File: src/rtl/seg7_scan_driver.sv
`default_nettype none
// ============================================================================
//  Module   : seg7_scan_driver
//  Purpose  : Time-multiplexes six BCD digits (HH:MM:SS) onto a 6-digit
//             7-segment display. New values are staged and only reach the
//             display at digit-slot boundaries, so a digit never changes
//             partway through its slot. Each slot opens with a short window
//             in which every anode is off, which suppresses ghosting. The
//             hour-tens digit can be blanked when it is zero.
//  Revision : 1.0 - initial release
// ----------------------------------------------------------------------------
//  Ports
//    clk         in   1   system clock
//    rst_n       in   1   asynchronous active-low reset
//    load        in   1   one-cycle strobe, digits_in/dp_in valid
//    digits_in   in  24   six BCD nibbles, [3:0] = seconds ones ...
//                         [23:20] = hours tens
//    dp_in       in   6   decimal point per digit, same order as digits_in
//    blank_lz    in   1   1 = blank digit 5 while its value is 0
//    blink_sel   in   3   field select for blinking: [0]=sec [1]=min [2]=hr
//    an          out  6   anode enables, an[i] drives digit i
//    seg         out  7   segments {g,f,e,d,c,b,a}
//    dp          out  1   decimal point of the active digit
//    frame_tick  out  1   one-cycle pulse after each complete 6-digit scan
// ----------------------------------------------------------------------------
//  Build option
//    SEG7_BLINK_EN : when defined, a blink counter toggles an on/off phase
//                    every BLINK_DIV cycles; during the off phase the anodes
//                    of the fields picked by blink_sel are held inactive.
//                    When undefined there is no blink counter and blink_sel
//                    is ignored.
// ============================================================================
module seg7_scan_driver #(
  parameter int SCAN_DIV       = 50000,     // clk cycles per digit slot (>= 4)
  parameter int GUARD          = 16,        // all-off cycles at slot start (< SCAN_DIV)
  parameter int SEG_ACTIVE_LOW = 1,         // 1 = seg/dp low-true
  parameter int AN_ACTIVE_LOW  = 1,         // 1 = anodes low-true
  parameter int BLINK_DIV      = 25000000   // blink half-period in clk cycles
) (
  input  logic        clk,
  input  logic        rst_n,
  input  logic        load,
  input  logic [23:0] digits_in,
  input  logic [5:0]  dp_in,
  input  logic        blank_lz,
  input  logic [2:0]  blink_sel,
  output logic [5:0]  an,
  output logic [6:0]  seg,
  output logic        dp,
  output logic        frame_tick
);

  // --------------------------------------------------------------------------
  // Constants
  // --------------------------------------------------------------------------
  localparam int c_presc_w = (SCAN_DIV > 1) ? $clog2(SCAN_DIV) : 1;

  localparam logic [c_presc_w-1:0] c_presc_last = c_presc_w'(SCAN_DIV - 1);
  localparam logic [c_presc_w-1:0] c_presc_one  = c_presc_w'(1);
  localparam logic [c_presc_w-1:0] c_guard      = c_presc_w'(GUARD);

  localparam logic [2:0] c_idx_last = 3'd5;

  // Idle (inactive) levels of the display pins for the configured polarity
  localparam logic [5:0] c_an_off  = (AN_ACTIVE_LOW  != 0) ? 6'h3F : 6'h00;
  localparam logic [6:0] c_seg_off = (SEG_ACTIVE_LOW != 0) ? 7'h7F : 7'h00;
  localparam logic       c_dp_off  = (SEG_ACTIVE_LOW != 0);

  // --------------------------------------------------------------------------
  // Segment decoder, active-high gfedcba. Non-BCD nibbles show a dash.
  // --------------------------------------------------------------------------
  function automatic logic [6:0] f_decode(input logic [3:0] nib);
    logic [6:0] v;
    v = 7'h40;
    case (nib)
      4'd0:    v = 7'h3F;
      4'd1:    v = 7'h06;
      4'd2:    v = 7'h5B;
      4'd3:    v = 7'h4F;
      4'd4:    v = 7'h66;
      4'd5:    v = 7'h6D;
      4'd6:    v = 7'h7D;
      4'd7:    v = 7'h07;
      4'd8:    v = 7'h7F;
      4'd9:    v = 7'h6F;
      default: v = 7'h40;
    endcase
    return v;
  endfunction

  // --------------------------------------------------------------------------
  // Registers and wires
  // --------------------------------------------------------------------------
  logic [c_presc_w-1:0] r_presc;
  logic [2:0]           r_idx;
  logic                 r_frame_tick;

  logic [23:0]          r_disp;
  logic [5:0]           r_disp_dp;
  logic [23:0]          r_pend;
  logic [5:0]           r_pend_dp;
  logic                 r_pend_valid;

  logic [5:0]           r_an;
  logic [6:0]           r_seg;
  logic                 r_dp;

  logic                 w_boundary;
  logic                 w_in_guard;
  logic                 w_lz_blank;
  logic [3:0]           w_cur_nib;
  logic                 w_cur_dp;
  logic [5:0]           w_an_onehot;
  logic [5:0]           w_blink_mask;
  logic [5:0]           w_an_act;
  logic [6:0]           w_seg_act;
  logic [5:0]           w_an_next;
  logic [6:0]           w_seg_next;
  logic                 w_dp_next;

  // --------------------------------------------------------------------------
  // Slot prescaler and digit index
  // --------------------------------------------------------------------------
  assign w_boundary = (r_presc == c_presc_last);

  always_ff @(posedge clk or negedge rst_n) begin
    if (!rst_n) begin
      r_presc <= '0;
    end else if (w_boundary) begin
      r_presc <= '0;
    end else begin
      r_presc <= r_presc + c_presc_one;
    end
  end

  always_ff @(posedge clk or negedge rst_n) begin
    if (!rst_n) begin
      r_idx <= 3'd0;
    end else if (w_boundary) begin
      r_idx <= (r_idx == c_idx_last) ? 3'd0 : r_idx + 3'd1;
    end
  end

  // Raised by the boundary that closes the digit-5 slot, so it is high for
  // the first cycle of the next frame.
  always_ff @(posedge clk or negedge rst_n) begin
    if (!rst_n) begin
      r_frame_tick <= 1'b0;
    end else begin
      r_frame_tick <= w_boundary && (r_idx == c_idx_last);
    end
  end

  // --------------------------------------------------------------------------
  // Load staging
  // A load lands in the pending register and is promoted at the next slot
  // boundary. A load that arrives exactly on a boundary bypasses pending and
  // goes straight into the display register, so it is seen in the slot that
  // starts right then. Later loads simply overwrite pending (last one wins).
  // --------------------------------------------------------------------------
  always_ff @(posedge clk or negedge rst_n) begin
    if (!rst_n) begin
      r_disp       <= 24'd0;
      r_disp_dp    <= 6'd0;
      r_pend       <= 24'd0;
      r_pend_dp    <= 6'd0;
      r_pend_valid <= 1'b0;
    end else if (w_boundary) begin
      if (load) begin
        r_disp    <= digits_in;
        r_disp_dp <= dp_in;
      end else if (r_pend_valid) begin
        r_disp    <= r_pend;
        r_disp_dp <= r_pend_dp;
      end
      r_pend_valid <= 1'b0;
    end else if (load) begin
      r_pend       <= digits_in;
      r_pend_dp    <= dp_in;
      r_pend_valid <= 1'b1;
    end
  end

  // --------------------------------------------------------------------------
  // Current digit selection
  // --------------------------------------------------------------------------
  always_comb begin
    w_cur_nib   = r_disp[3:0];
    w_cur_dp    = r_disp_dp[0];
    w_an_onehot = 6'b000001;
    case (r_idx)
      3'd0: begin
        w_cur_nib   = r_disp[3:0];
        w_cur_dp    = r_disp_dp[0];
        w_an_onehot = 6'b000001;
      end
      3'd1: begin
        w_cur_nib   = r_disp[7:4];
        w_cur_dp    = r_disp_dp[1];
        w_an_onehot = 6'b000010;
      end
      3'd2: begin
        w_cur_nib   = r_disp[11:8];
        w_cur_dp    = r_disp_dp[2];
        w_an_onehot = 6'b000100;
      end
      3'd3: begin
        w_cur_nib   = r_disp[15:12];
        w_cur_dp    = r_disp_dp[3];
        w_an_onehot = 6'b001000;
      end
      3'd4: begin
        w_cur_nib   = r_disp[19:16];
        w_cur_dp    = r_disp_dp[4];
        w_an_onehot = 6'b010000;
      end
      3'd5: begin
        w_cur_nib   = r_disp[23:20];
        w_cur_dp    = r_disp_dp[5];
        w_an_onehot = 6'b100000;
      end
      default: begin
        w_cur_nib   = r_disp[3:0];
        w_cur_dp    = r_disp_dp[0];
        w_an_onehot = 6'b000000;
      end
    endcase
  end

  // --------------------------------------------------------------------------
  // Optional field blinking
  // --------------------------------------------------------------------------
`ifdef SEG7_BLINK_EN
  localparam int c_blink_w = (BLINK_DIV > 1) ? $clog2(BLINK_DIV) : 1;
  localparam logic [c_blink_w-1:0] c_blink_last = c_blink_w'(BLINK_DIV - 1);
  localparam logic [c_blink_w-1:0] c_blink_one  = c_blink_w'(1);

  logic [c_blink_w-1:0] r_blink_cnt;
  logic                 r_blink_on;

  always_ff @(posedge clk or negedge rst_n) begin
    if (!rst_n) begin
      r_blink_cnt <= '0;
      r_blink_on  <= 1'b1;
    end else if (r_blink_cnt == c_blink_last) begin
      r_blink_cnt <= '0;
      r_blink_on  <= ~r_blink_on;
    end else begin
      r_blink_cnt <= r_blink_cnt + c_blink_one;
    end
  end

  // Each field covers two adjacent digits: sec = 0,1; min = 2,3; hr = 4,5
  assign w_blink_mask = r_blink_on ? 6'h00
                      : {{2{blink_sel[2]}}, {2{blink_sel[1]}}, {2{blink_sel[0]}}};
`else
  localparam int c_unused_blink_div = BLINK_DIV;
  logic w_unused_blink_sel;
  assign w_unused_blink_sel = ^blink_sel;
  assign w_blink_mask       = 6'h00;
`endif

  // --------------------------------------------------------------------------
  // Output formation
  // Leading-zero blanking only gates the anode; seg keeps its decoded value.
  // --------------------------------------------------------------------------
  assign w_in_guard = (r_presc < c_guard);
  assign w_lz_blank = blank_lz && (r_idx == c_idx_last) && (r_disp[23:20] == 4'd0);

  assign w_an_act  = (w_in_guard || w_lz_blank) ? 6'h00 : (w_an_onehot & ~w_blink_mask);
  assign w_seg_act = f_decode(w_cur_nib);

  assign w_an_next  = (AN_ACTIVE_LOW  != 0) ? ~w_an_act  : w_an_act;
  assign w_seg_next = (SEG_ACTIVE_LOW != 0) ? ~w_seg_act : w_seg_act;
  assign w_dp_next  = (SEG_ACTIVE_LOW != 0) ? ~w_cur_dp  : w_cur_dp;

  always_ff @(posedge clk or negedge rst_n) begin
    if (!rst_n) begin
      r_an  <= c_an_off;
      r_seg <= c_seg_off;
      r_dp  <= c_dp_off;
    end else begin
      r_an  <= w_an_next;
      r_seg <= w_seg_next;
      r_dp  <= w_dp_next;
    end
  end

  assign an         = r_an;
  assign seg        = r_seg;
  assign dp         = r_dp;
  assign frame_tick = r_frame_tick;

endmodule
`default_nettype wire

File: config.mk
export PLATFORM = sky130hd
export DESIGN_NAME = seg7_scan_driver
export DESIGN_NICKNAME = d
export VERILOG_FILES = /design/src/rtl/seg7_scan_driver.sv
export SDC_FILE = /design/constraint.sdc
export NUM_CORES = 1
export LEC_CHECK = 0
export ABC_AREA = 0
export BUFFER_PORTS_ARGS = -buffer_cell sky130_fd_sc_hd__buf_4
export CORE_MARGIN = 2
export CORE_UTILIZATION = 30
export CTS_CLUSTER_DIAMETER = 100
export DETAILED_ROUTE_END_ITERATION = 8
export RECOVER_POWER = 50
export SETUP_SLACK_MARGIN = 0.02
export SLEW_MARGIN = 40
export SYNTH_ARGS = -nofsm -noshare
export SYNTH_HDL_FRONTEND = slang
export SYNTH_SLANG_ARGS = --single-unit
File: constraint.sdc
create_clock -name clk -period 8.3 [get_ports clk]
set_input_delay 1.66 -clock clk [delete_from_list [all_inputs] [get_ports clk]]
set_output_delay 1.66 -clock clk [all_outputs]
set_load 0.01 [all_outputs]
# After elaboration in Yosys (flattened, before gate mapping)
# Memory sizes are Yosys's and may differ from the RTL's.
# Cells that the tools add are included.
[word_totals]
input_bits = 37
mem_bits_ro = 112
word_cells = 47
ff_bits = 95
n_memories = 1
[op_classes]
n_reduce_logical = 10
bitwise_logic = 4
n_eq_ne = 6
magnitude_cmp = 1
add_sub_neg = 2
muxes = 12
[mem_list]
columns = ["name", "depth", "width", "read_ports", "rd_ports_with_merged_regs", "wr", "line", "rtl"]
rows = [
  ["(no name shown)", 16, 7, 1, 0, 0, "75", "case (nib)"],
]
[ops]
columns = ["op", "count"]
rows = [
  ["24-bit 2-to-1 mux", 2],
  ["6-bit one-hot mux with 6 select lines", 1],
  ["4-bit one-hot mux with 5 select lines", 1],
  ["6-bit 2-to-1 mux", 3],
  ["16-bit by 1-bit adder with 16-bit output, second input constant", 1],
  ["16-bit equality test, second input constant", 1],
  ["16-bit by 5-bit less-than comparator with 1-bit output, second input constant", 1],
  ["16-bit 2-to-1 mux", 1],
  ["7-bit NOT", 1],
  ["3-bit by 2-bit equality test with 1-bit output, second input constant", 2],
  ["3-bit equality test, second input constant", 2],
  ["6-bit NOT", 1],
  ["1-bit one-hot mux with 5 select lines", 1],
  ["4-bit logical NOT", 1],
  ["2-bit AND reduction", 2],
  ["2-bit nonzero test", 2],
  ["3-bit by 1-bit adder with 3-bit output, second input constant", 1],
  ["3-bit by 1-bit equality test with 1-bit output, second input constant", 1],
  ["1-bit logical AND", 3],
  ["3-bit logical NOT", 1],
  ["3-bit 2-to-1 mux", 1],
  ["1-bit 2-to-1 mux", 2],
  ["1-bit NOT", 2],
  ["1-bit logical OR", 1],
]

# Depth between registers and ports, before layout
# Gate-level depths: netlist of the first run.
[depth]
depth_word = 6
ltp_mapped = 16
ltp_nobuf = 12

# Worst setup path before layout of the first run
# OpenSTA, ideal clock, no wires.
[synth_timing]
kind = "register -> register"
startpoint = "reg r_idx[0]"
endpoint = "reg r_seg[0], in the netlist seg[0]"
arrival_time_ns = 2.872
required_time_ns = 8.222
period_less_slack_ns = 2.949
path_stages_with_launch = 17
slack_ns = 5.351
path_cell_list = "dfrtp_1 -> buf_6 -> buf_4 -> clkbuf_1 -> and2_1 -> ha_1 -> clkbuf_2 -> or2_2 -> a21oi_1 -> o32a_1 -> inv_1 -> ha_1 -> a21oi_1 -> o21ai_0 -> a211oi_1 -> a211oi_1 -> o21a_1"
[synth_between]
elab_chain_len = 4
[synth_rtl]
columns = ["item", "line", "rtl"]
rows = [
  ["start: declaration", "95", "logic [2:0] r_idx;"],
  ["start signal: assignment", "140", "r_idx <= (r_idx == c_idx_last) ? 3'd0 : r_idx + 3'd1;"],
  ["3-bit equality test, or another cell as far along", "191", "case (r_idx)"],
  ["4-bit one-hot mux with 5 select lines *", "191", ""],
  ["memory 16 x 7 bit *", "-", ""],
  ["7-bit NOT *", "274", "assign w_seg_next = (SEG_ACTIVE_LOW != 0) ? ~w_seg_act : w_seg_act;"],
  ["net w_seg_next[0]", "118", "logic [6:0] w_seg_next;"],
  ["end signal: assignment", "280", "r_seg <= c_seg_off;"],
  ["end signal: assignment", "284", "r_seg <= w_seg_next;"],
  ["end: declaration", "105", "logic [6:0] r_seg;"],
]
# The timed path passes the listed nets; every way through them passes the cells marked *.
# A chain may end at the register's enable or synchronous reset.

==> results.py, run 1 <==
metrics = {
    "sta": {
        "setup_ws_ns": 4.487,
        "min_period_ns": 3.813,
        "slew_viol_final": 48,
        "tightest_slew_ns": 2.539,
        "setup_viol": 0,
        "hold_violations": 0,
        "final.setup_skew_ns": 0.007674,
        "tns_ns": 0,
        "slew_headroom_pct": -69.29,
        "max_freq_mhz": 262.2,
        "rsz0062_at_grt": "no",
        "period_share_pct": 45.94,
    },
    "place": {
        "dpl.hpwl_um": 6355,
        "placed_area_um2": 5024,
        "pre_cts_slack_ns": 4.774,
        "portBuffers": 48,
        "gp_congestion": 0.8237,
        "placed_cells": 621,
    },
    "run_status": {
        "failed_checks": "capacitance limit, slew limit",
        "status": "finished, violations left",
    },
    "critical_path": {
        "crit_fanout": 49,
        "critical_path_buf_inv_count": 2,
        "cpLargestDelayFamily": "buffers and inverters",
        "start_kind": "primary input",
        "max_stage_delay_ns": 1.76,
        "crit_type": "in2async",
        "crit_slowest_cell": "clkbuf_1",
        "crit_arrival_ns": 4.24,
        "r2r_setup_slack_ns": 4.92,
        "path_cells": "clkbuf_1 -> buf_4",
        "crit_required_ns": 8.73,
        "critPathCaptureType": "async pin",
    },
    "logic_synthesis": {
        "netlist.area_leader.share_pct": 44.75,
        "muxShareOfSynthArea_pct": 15.69,
        "synth_area_leaders": "dfrtp_1 (45%), dfstp_2 (8.1%), mux2i_1 (7.7%)",
        "synthDistinctLibCells": 54,
        "async_flop_share_pct": 100.0,
        "yosysMostFrequentCell": "dfrtp_1",
        "synth_top_family_by_area": "multiplexers",
        "syn-num-nets": 456,
        "synth.largest_area_cell": "dfrtp_1",
        "yosysSeqAreaShare_pct": 52.87,
        "synth_flop_cell": "dfrtp_1",
        "synth-simple-area-share_pct": 12.43,
        "avgSynthCellArea_um2": 10.99,
        "netlist_area_um2": 4529,
        "netlist_instances": 412,
        "synth_xor_area_share_pct": 2.707,
        "synth-compound-area-share_pct": 11.22,
        "synth_edf_count": 0,
        "synthAdderAreaFrac_pct": 1.934,
        "ys_seq_elements": 95,
        "yosysWarnings": 0,
        "synth_common_cells": "dfrtp_1 (81), nor2_1 (52), a21oi_1 (40), mux2i_1 (35), mux2_2 (31)",
    },
    "routing": {
        "post-route-drc-count": 0,
        "vias": 3052,
        "ant_nets": 0,
        "vias_per_cell": 4.791,
        "drt-initial-drc-count": 214,
        "firstDrtPassIters": 4,
        "drt_wl_total_um": 9212,
        "routedWlPerCell_um": 14.46,
    },
    "floorplanning": {
        "initial_core_util_pct": 30.93,
        "floorplan.die_area_um2": 16100,
        "rows": 44,
        "die_w_um": 126.9,
        "core_area_um2": 14640,
        "die_y_um": 126.9,
        "pin_count": 52,
    },
    "clock_tree": {
        "cts-resized-gates": 0,
        "cts_buffers": 9,
        "h-tree-depth": 3,
        "clock_latency_ns": 0.35,
        "cts-hold-fix-buffers": 0,
        "cts_buffer_depth": 2,
        "clkSinkCount": 95,
        "clk_pin_slew_ns": 0.06,
        "cts_setup_buffers": 0,
        "cts_tree": "done",
        "root_buffer": "clkbuf_16",
    },
    "job": {
        "cap_violations": 1,
    },
    "power_and_ir_drop": {
        "p_leak_nw": 2.333,
        "swShare_pct": 22.69,
        "ir_worst_vdd_uv": 107.6,
        "p_int_mw": 0.7905,
        "p_seq_share_pct": 49.7,
        "pwr-share-clk_pct": 40.8,
        "switchingPower_mw": 0.2320,
        "p_per_area_nw_per_um2": 191.9,
        "combPwrFrac_pct": 9.4,
    },
    "final_layout": {
        "diodes": 0,
        "stdcell_count": 637,
        "area_growth_pct": 17.62,
        "stdcell_area_um2": 5328,
        "layout-drive-gt1-share_pct": 26.71,
        "finalNetCount": 492,
    },
    "global_route": {
        "grtUsageTotal_pct": 12.33,
        "grt_antenna_before_repair": 0,
        "first_global_vias": 3082,
        "overflow": 0,
        "grt_max_degree": 61,
        "grt_pass1_wl_um": 15730,
    },
    "worst_hold_path": {
        "hp-class": "reg2reg",
    },
}
[worst paths after layout]
path	start	to	depth (start not counted)
worst max-delay path	rst_n	r_disp[3]	2
worst min register to register	r_presc[0]	r_presc[0]	1
worst max register to register	r_idx[1]	seg[0]	12
max in group clk	r_idx[1]	seg[0]	12
min in group asynchronous	rst_n	r_presc[11]	1
worst min-delay path	r_presc[0]	r_presc[0]	1
[metrics by stage]
step                utilization, %  hold slack [ns]  total power, mW
global route                 36.38           0.5117            1.073
finish                       36.38           0.4797            1.022
global placement             34.30           0.4627           0.6121
CTS                          36.44           0.4819            1.040
detailed placement           34.30           0.4734           0.6152
floorplan                        -           0.4043           0.5701
[layout by cell type (no fill, tap or decap), types with 4 or more instances in the layout]
master,count
a211oi_1,8
a21oi_1,40
buf_4,48
clkbuf_16,11
dfrtp_1,80
dfstp_2,14
ha_1,7
inv_1,4
mux2_2,31
mux2i_1,35
nand2_1,23
nand3_1,6
nor2_1,53
nor2b_1,4
nor3_1,5
o21a_1,4
o21ai_0,6
or2_2,4
or3_1,4
xnor2_1,6
xor2_1,8
[cells by family (layout without fill, tap and decap cells)]
logic type / Yosys count / in the layout
simple gates: 119 / 119
flops: 95 / 95
compound gates: 80 / 80
mux: 67 / 67
buf+inv: 30 / 71
xor+xnor: 14 / 14
fa+ha+maj: 7 / 7
[flip-flops by register name (all words and copies together), names as in the netlist]
signal        count
an                6
r_disp           24
seg               7
r_pend_dp         6
r_idx             3
frame_tick        1
dp                1
r_pend           24
r_pend_valid      1
r_presc          16
r_disp_dp         6
[final cells by class]
| class | instances | area (um2) |
|---|---|---|
| clock buffers | 12 | 289.0 |
| inverters | 4 | 15.01 |
| flip-flops and latches | 95 | 2396 |
| multi-input cells | 287 | 1998 |
| clock inverters | 4 | 23.77 |
| well taps | 184 | 230.2 |
| repair buffers | 51 | 375.4 |
| fillers | 1482 | 9316 |
[power groups by stage]
stage	combinational [mW]	sequential, mW	clock [mW]
after floorplan	0.0545	0.516	0
after global placement	0.0960	0.516	0
after detailed placement	0.0982	0.517	0
after CTS	0.0989	0.508	0.433
after global routing	0.108	0.512	0.453
final	0.0965	0.508	0.418
[per-layer routing]
| metal | up-vias | global-route usage (%) | wire (um) |
|---|---|---|---|
| met5 | - | 0 | 0 |
| met4 | 0 | 4.202 | 136 |
| met3 | 10 | 3.458 | 400 |
| met2 | 51 | 18.60 | 4095 |
| met1 | 1477 | 17.08 | 4580 |
| li1 | 1514 | - | - |
Note: power is estimated with default switching activity, not from simulation.
==> inputs of run 2 (changes only) <==
==> constraint.sdc (replaced) <==
create_clock -name clk -period 3.6 [get_ports clk]
set_input_delay 0.72 -clock clk [delete_from_list [all_inputs] [get_ports clk]]
set_output_delay 0.72 -clock clk [all_outputs]
set_load 0.01 [all_outputs]
==> results.py, run 2 (synthesized netlist as in run 1, its figures left out) <==
metrics = {
    "final_layout": {
        "regArea_um2": 2395,
        "finalNetCount": 497,
        "area_growth_pct": 17.90,
        "layout-drive-gt1-share_pct": 27.29,
        "final_common_cell": "dfrtp_1",
        "stdcell_area_um2": 5340,
        "diodes": 0,
        "num-fill-cells": 1473,
        "final_cell_mix": "dfrtp_1 (81), nor2_1 (52), buf_4 (52)",
        "multi_input_area_um2": 2001,
        "top_regs": "r_disp (24), r_pend (24), r_presc (16)",
    },
    "critical_path": {
        "r2r_start": "r_idx[2]",
        "critPathCaptureType": "register",
        "crit_type": "reg2reg",
        "crit_arrival_ns": 3.59,
        "crit_path_start": "r_idx[2]",
        "start_kind": "register",
        "crit_required_ns": 3.87,
        "crit_fanout": 19,
    },
    "clock_tree": {
        "clock_latency_ns": 0.35,
        "clkSinkCount": 95,
        "cts_buffer_depth": 2,
        "cts-hold-fix-buffers": 0,
        "cts_setup_buffers": 0,
        "cts-resized-gates": 0,
        "clk_pin_slew_ns": 0.07,
        "root_buffer": "clkbuf_16",
        "cts_buffers": 9,
        "cts_tree": "done",
        "h-tree-depth": 3,
    },
    "sta": {
        "rsz0062_at_grt": "no",
        "slew_viol_final": 86,
        "setup_ws_ns": 0.2786,
        "setup_viol": 0,
        "tightest_slew_ns": 2.084,
        "slew_headroom_pct": -38.92,
        "hold_violations": 0,
        "min_period_ns": 3.321,
        "tns_ns": 0,
        "final.setup_skew_ns": 0.01282,
        "period_share_pct": 92.26,
        "max_freq_mhz": 301.1,
    },
    "floorplanning": {
        "die_y_um": 126.9,
        "core_area_um2": 14640,
        "floorplan.die_area_um2": 16100,
        "rows": 44,
        "initial_core_util_pct": 30.93,
        "pin_count": 52,
        "die_w_um": 126.9,
    },
    "worst_hold_path": {
        "hp-start": "r_presc[0]",
        "hp-class": "reg2reg",
    },
    "power_and_ir_drop": {
        "ir_worst_vdd_uv": 226.4,
        "p_leak_nw": 2.345,
        "p_per_area_nw_per_um2": 434.7,
    },
    "routing": {
        "drt_wl_total_um": 9236,
        "routedWlPerCell_um": 14.39,
        "vias_per_cell": 4.866,
        "vias": 3124,
        "drt-initial-drc-count": 126,
        "firstDrtPassIters": 4,
        "ant_nets": 0,
        "post-route-drc-count": 0,
    },
    "place": {
        "placed_area_um2": 5065,
        "pre_cts_slack_ns": 0.4004,
        "dpl.hpwl_um": 6469,
        "gp_congestion": 0.8799,
        "portBuffers": 48,
    },
    "global_route": {
        "grt_pass1_wl_um": 15640,
        "grt_max_degree": 86,
        "first_global_vias": 3086,
        "grt_antenna_before_repair": 0,
        "grtUsageTotal_pct": 12.25,
        "overflow": 0,
    },
    "run_status": {
        "failed_checks": "capacitance limit, slew limit",
        "status": "finished, violations left",
    },
    "job": {
        "cap_violations": 1,
    },
}
-- run 2: changes by cell type in the layout (fill, tap and decap cells not counted), sizes merged --
cell,delta
clkinv,-1
buf,+4
inv,+2
-- run 2: worst max-delay path, cell delays in order, from the launching register on --
cell      delay (ns)
dfrtp_1         0.58
inv_1           0.16
ha_1            0.44
or2_2           0.39
a21oi_1         0.14
o32a_1          0.32
inv_1           0.15
ha_1            0.22
a21oi_1         0.11
o21ai_0         0.10
a211oi_1        0.32
a211oi_1        0.11
o21a_1          0.19
-- run 2: layout make-up --
class / count / area share (%)
tap: 184 / 4.311
inverter: 4 / 0.2812
clock buffer: 11 / 4.733
timing repair buffer: 56 / 7.615
multi-input combinational: 287 / 37.46
clock inverter: 5 / 0.7498
sequential: 95 / 44.85
-- run 2: routing by layer --
layer | vias to the layer above | wire length (um) | track usage, %
met1 | 1529 | 4359 | 17.18
met5 | - | 0 | 0
met3 | 6 | 519 | 3.332
li1 | 1524 | - | -
met2 | 65 | 4272 | 18.31
met4 | 0 | 85 | 4.266
-- run 2: worst paths after layout --
| path | slack (ns) | endpoint | cells past startpoint |
|---|---|---|---|
| worst max-delay path | 0.28 | seg[0] | 12 |
| worst min-delay path | 0.49 | r_presc[0] | 1 |
| max in group asynchronous | 1.40 | r_disp[3] | 1 |
| min in group asynchronous | 0.97 | r_presc[4] | 1 |
| worst max register to register | 0.28 | seg[0] | 12 |
| worst min register to register | 0.49 | r_presc[0] | 1 |
-- run 2: power breakdown --
group / total [mW] / leakage, nW / switching [mW] / internal (mW)
sequential: 1.17 / 1.15 / 0.0336 / 1.14
clock: 0.924 / 0.146 / 0.412 / 0.512
combinational: 0.224 / 1.05 / 0.109 / 0.115
total: 2.32 / 2.35 / 0.554 / 1.77
-- run 2: stage by stage --
| stage | hold WS (ns) | power, mW | instances | util, % |
|---|---|---|---|---|
| floorplan | 0.4043 | 1.314 | 412 | - |
| global placement | 0.4618 | 1.413 | 626 | 34.56 |
| global route | 0.5273 | 2.435 | 642 | 36.47 |
| detailed placement | 0.4810 | 1.422 | 626 | 34.59 |
| CTS | 0.4573 | 2.357 | 642 | 36.59 |
| finish | 0.4885 | 2.321 | 642 | 36.47 |
==> inputs of run 3 (changes only) <==
==> constraint.sdc (replaced) <==
create_clock -name clk -period 3.76 [get_ports clk]
set_input_delay 0.752 -clock clk [delete_from_list [all_inputs] [get_ports clk]]
set_output_delay 0.752 -clock clk [all_outputs]
set_load 0.01 [all_outputs]
==> results.py, run 3 (synthesized netlist as in run 1, its figures left out) <==
metrics = {
    "final_layout": {
        "utilization_pct": 36.50,
        "diodes": 0,
        "layout-drive-gt1-share_pct": 27.07,
        "final_cell_mix": "dfrtp_1 (81), nor2_1 (52), buf_4 (52)",
        "num-fill-cells": 1458,
        "finalNetCount": 497,
        "area_growth_pct": 18.01,
        "stdcell_area_um2": 5345,
        "final_common_cell": "dfrtp_1",
        "top_regs": "r_disp (24), r_pend (24), r_presc (16)",
    },
    "global_route": {
        "grt_pass1_wl_um": 15990,
        "grtUsageTotal_pct": 12.51,
        "grt_max_degree": 61,
        "first_global_vias": 3160,
        "grt_antenna_before_repair": 0,
        "overflow": 0,
    },
    "sta": {
        "hold_violations": 0,
        "rsz0062_at_grt": "no",
        "slew_headroom_pct": -35.29,
        "slew_viol_final": 40,
        "period_share_pct": 89.23,
        "final.setup_skew_ns": 0.01033,
        "setup_viol": 0,
        "tns_ns": 0,
        "min_period_ns": 3.355,
        "tightest_slew_ns": 2.029,
        "setup_ws_ns": 0.4050,
        "max_freq_mhz": 298.1,
    },
    "clock_tree": {
        "cts_tree": "done",
        "h-tree-depth": 3,
        "cts_buffers": 9,
        "cts-hold-fix-buffers": 0,
        "clkSinkCount": 95,
        "cts-resized-gates": 0,
        "clk_pin_slew_ns": 0.07,
        "cts_buffer_depth": 2,
        "root_buffer": "clkbuf_16",
        "cts_setup_buffers": 0,
        "clock_latency_ns": 0.35,
    },
    "routing": {
        "post-route-drc-count": 0,
        "vias_per_cell": 4.869,
        "vias": 3126,
        "drt-initial-drc-count": 181,
        "firstDrtPassIters": 5,
        "top_layer_used": "met4",
        "drt_wl_total_um": 9372,
        "ant_nets": 0,
        "wl_met1_um": 4550,
        "wl_met2_um": 4196,
        "wl_met3_um": 490,
        "routedWlPerCell_um": 14.60,
    },
    "power_and_ir_drop": {
        "p_per_area_nw_per_um2": 421.2,
        "ir_worst_vdd_uv": 214.4,
        "p_leak_nw": 2.341,
        "p_total_mw": 2.251,
    },
    "worst_hold_path": {
        "hp-class": "reg2reg",
    },
    "critical_path": {
        "crit_arrival_ns": 3.63,
        "crit_required_ns": 4.03,
        "critPathCaptureType": "register",
        "crit_type": "reg2reg",
        "crit_fanout": 19,
        "start_kind": "register",
    },
    "place": {
        "dpl.hpwl_um": 6605,
        "gp_congestion": 0.8756,
        "portBuffers": 48,
        "pre_cts_slack_ns": 0.5483,
        "placed_area_um2": 5061,
    },
    "floorplanning": {
        "die_y_um": 126.9,
        "core_area_um2": 14640,
        "die_w_um": 126.9,
        "initial_core_util_pct": 30.93,
        "pin_count": 52,
        "floorplan.die_area_um2": 16100,
        "rows": 44,
    },
    "run_status": {
        "failed_checks": "capacitance limit, slew limit",
        "status": "finished, violations left",
    },
    "job": {
        "cap_violations": 1,
    },
}
-- run 3: changes by cell type in the layout (fill, tap and decap cells not counted) --
cell and change:
bufinv_16 +1, clkinvlp_4 +2, clkinv_4 -2, or2_2 -1
clkbuf_2 +1, clkbuf_8 -2, or2_0 +1
-- run 3: layout make-up --
class	instances	area, um2	share of cell area, %
Inverter	4	15.01	0.2809
Sequential cell	95	2395	44.80
Multi-Input combinational cell	287	2001	37.43
Tap cell	184	230.2	4.307
Clock buffer	10	229.0	4.284
Clock inverter	6	67.56	1.264
Timing Repair Buffer	56	407.9	7.631
-- run 3: final timing paths --
kind	from	end	slack, ns	cells past startpoint
max	r_idx[2]	seg[3]	0.41	12
min	r_presc[0]	r_presc[0]	0.49	1
max reg2reg	r_idx[2]	seg[3]	0.41	12
min reg2reg	r_presc[0]	r_presc[0]	0.49	1
max in group asynchronous	rst_n	r_disp_dp[2]	1.14	2
min in group asynchronous	rst_n	r_presc[6]	0.98	1
-- run 3: routing by layer --
layer | up-vias | GRT usage, %
met5 | - | 0
met2 | 78 | 19.10
met1 | 1512 | 17.38
met4 | 0 | 4.202
li1 | 1524 | -
met3 | 12 | 3.205
-- run 3: worst max-delay path: stages (launching register included) --
cell      delay, ns
dfrtp_1        0.58
inv_1          0.18
ha_1           0.46
or2_2          0.40
a21oi_1        0.14
o32a_1         0.33
inv_1          0.16
ha_1           0.23
a21oi_1        0.11
o21ai_0        0.09
a211oi_1       0.30
a211oi_1       0.09
o21a_1         0.19
-- run 3: through the flow --
step           hold slack (ns)  std cells
6_report                0.4895        642
3_5_place_dp            0.4810        626
5_1_grt                 0.5155        642
2_1_floorplan           0.4043        412
4_1_cts                 0.3812        642
3_3_place_gp            0.4613        626
-- run 3: where the power goes --
group	switching, mW	internal (mW)
registers	0.0327	1.09
clock network	0.394	0.519
logic	0.105	0.110
total	0.531	1.72
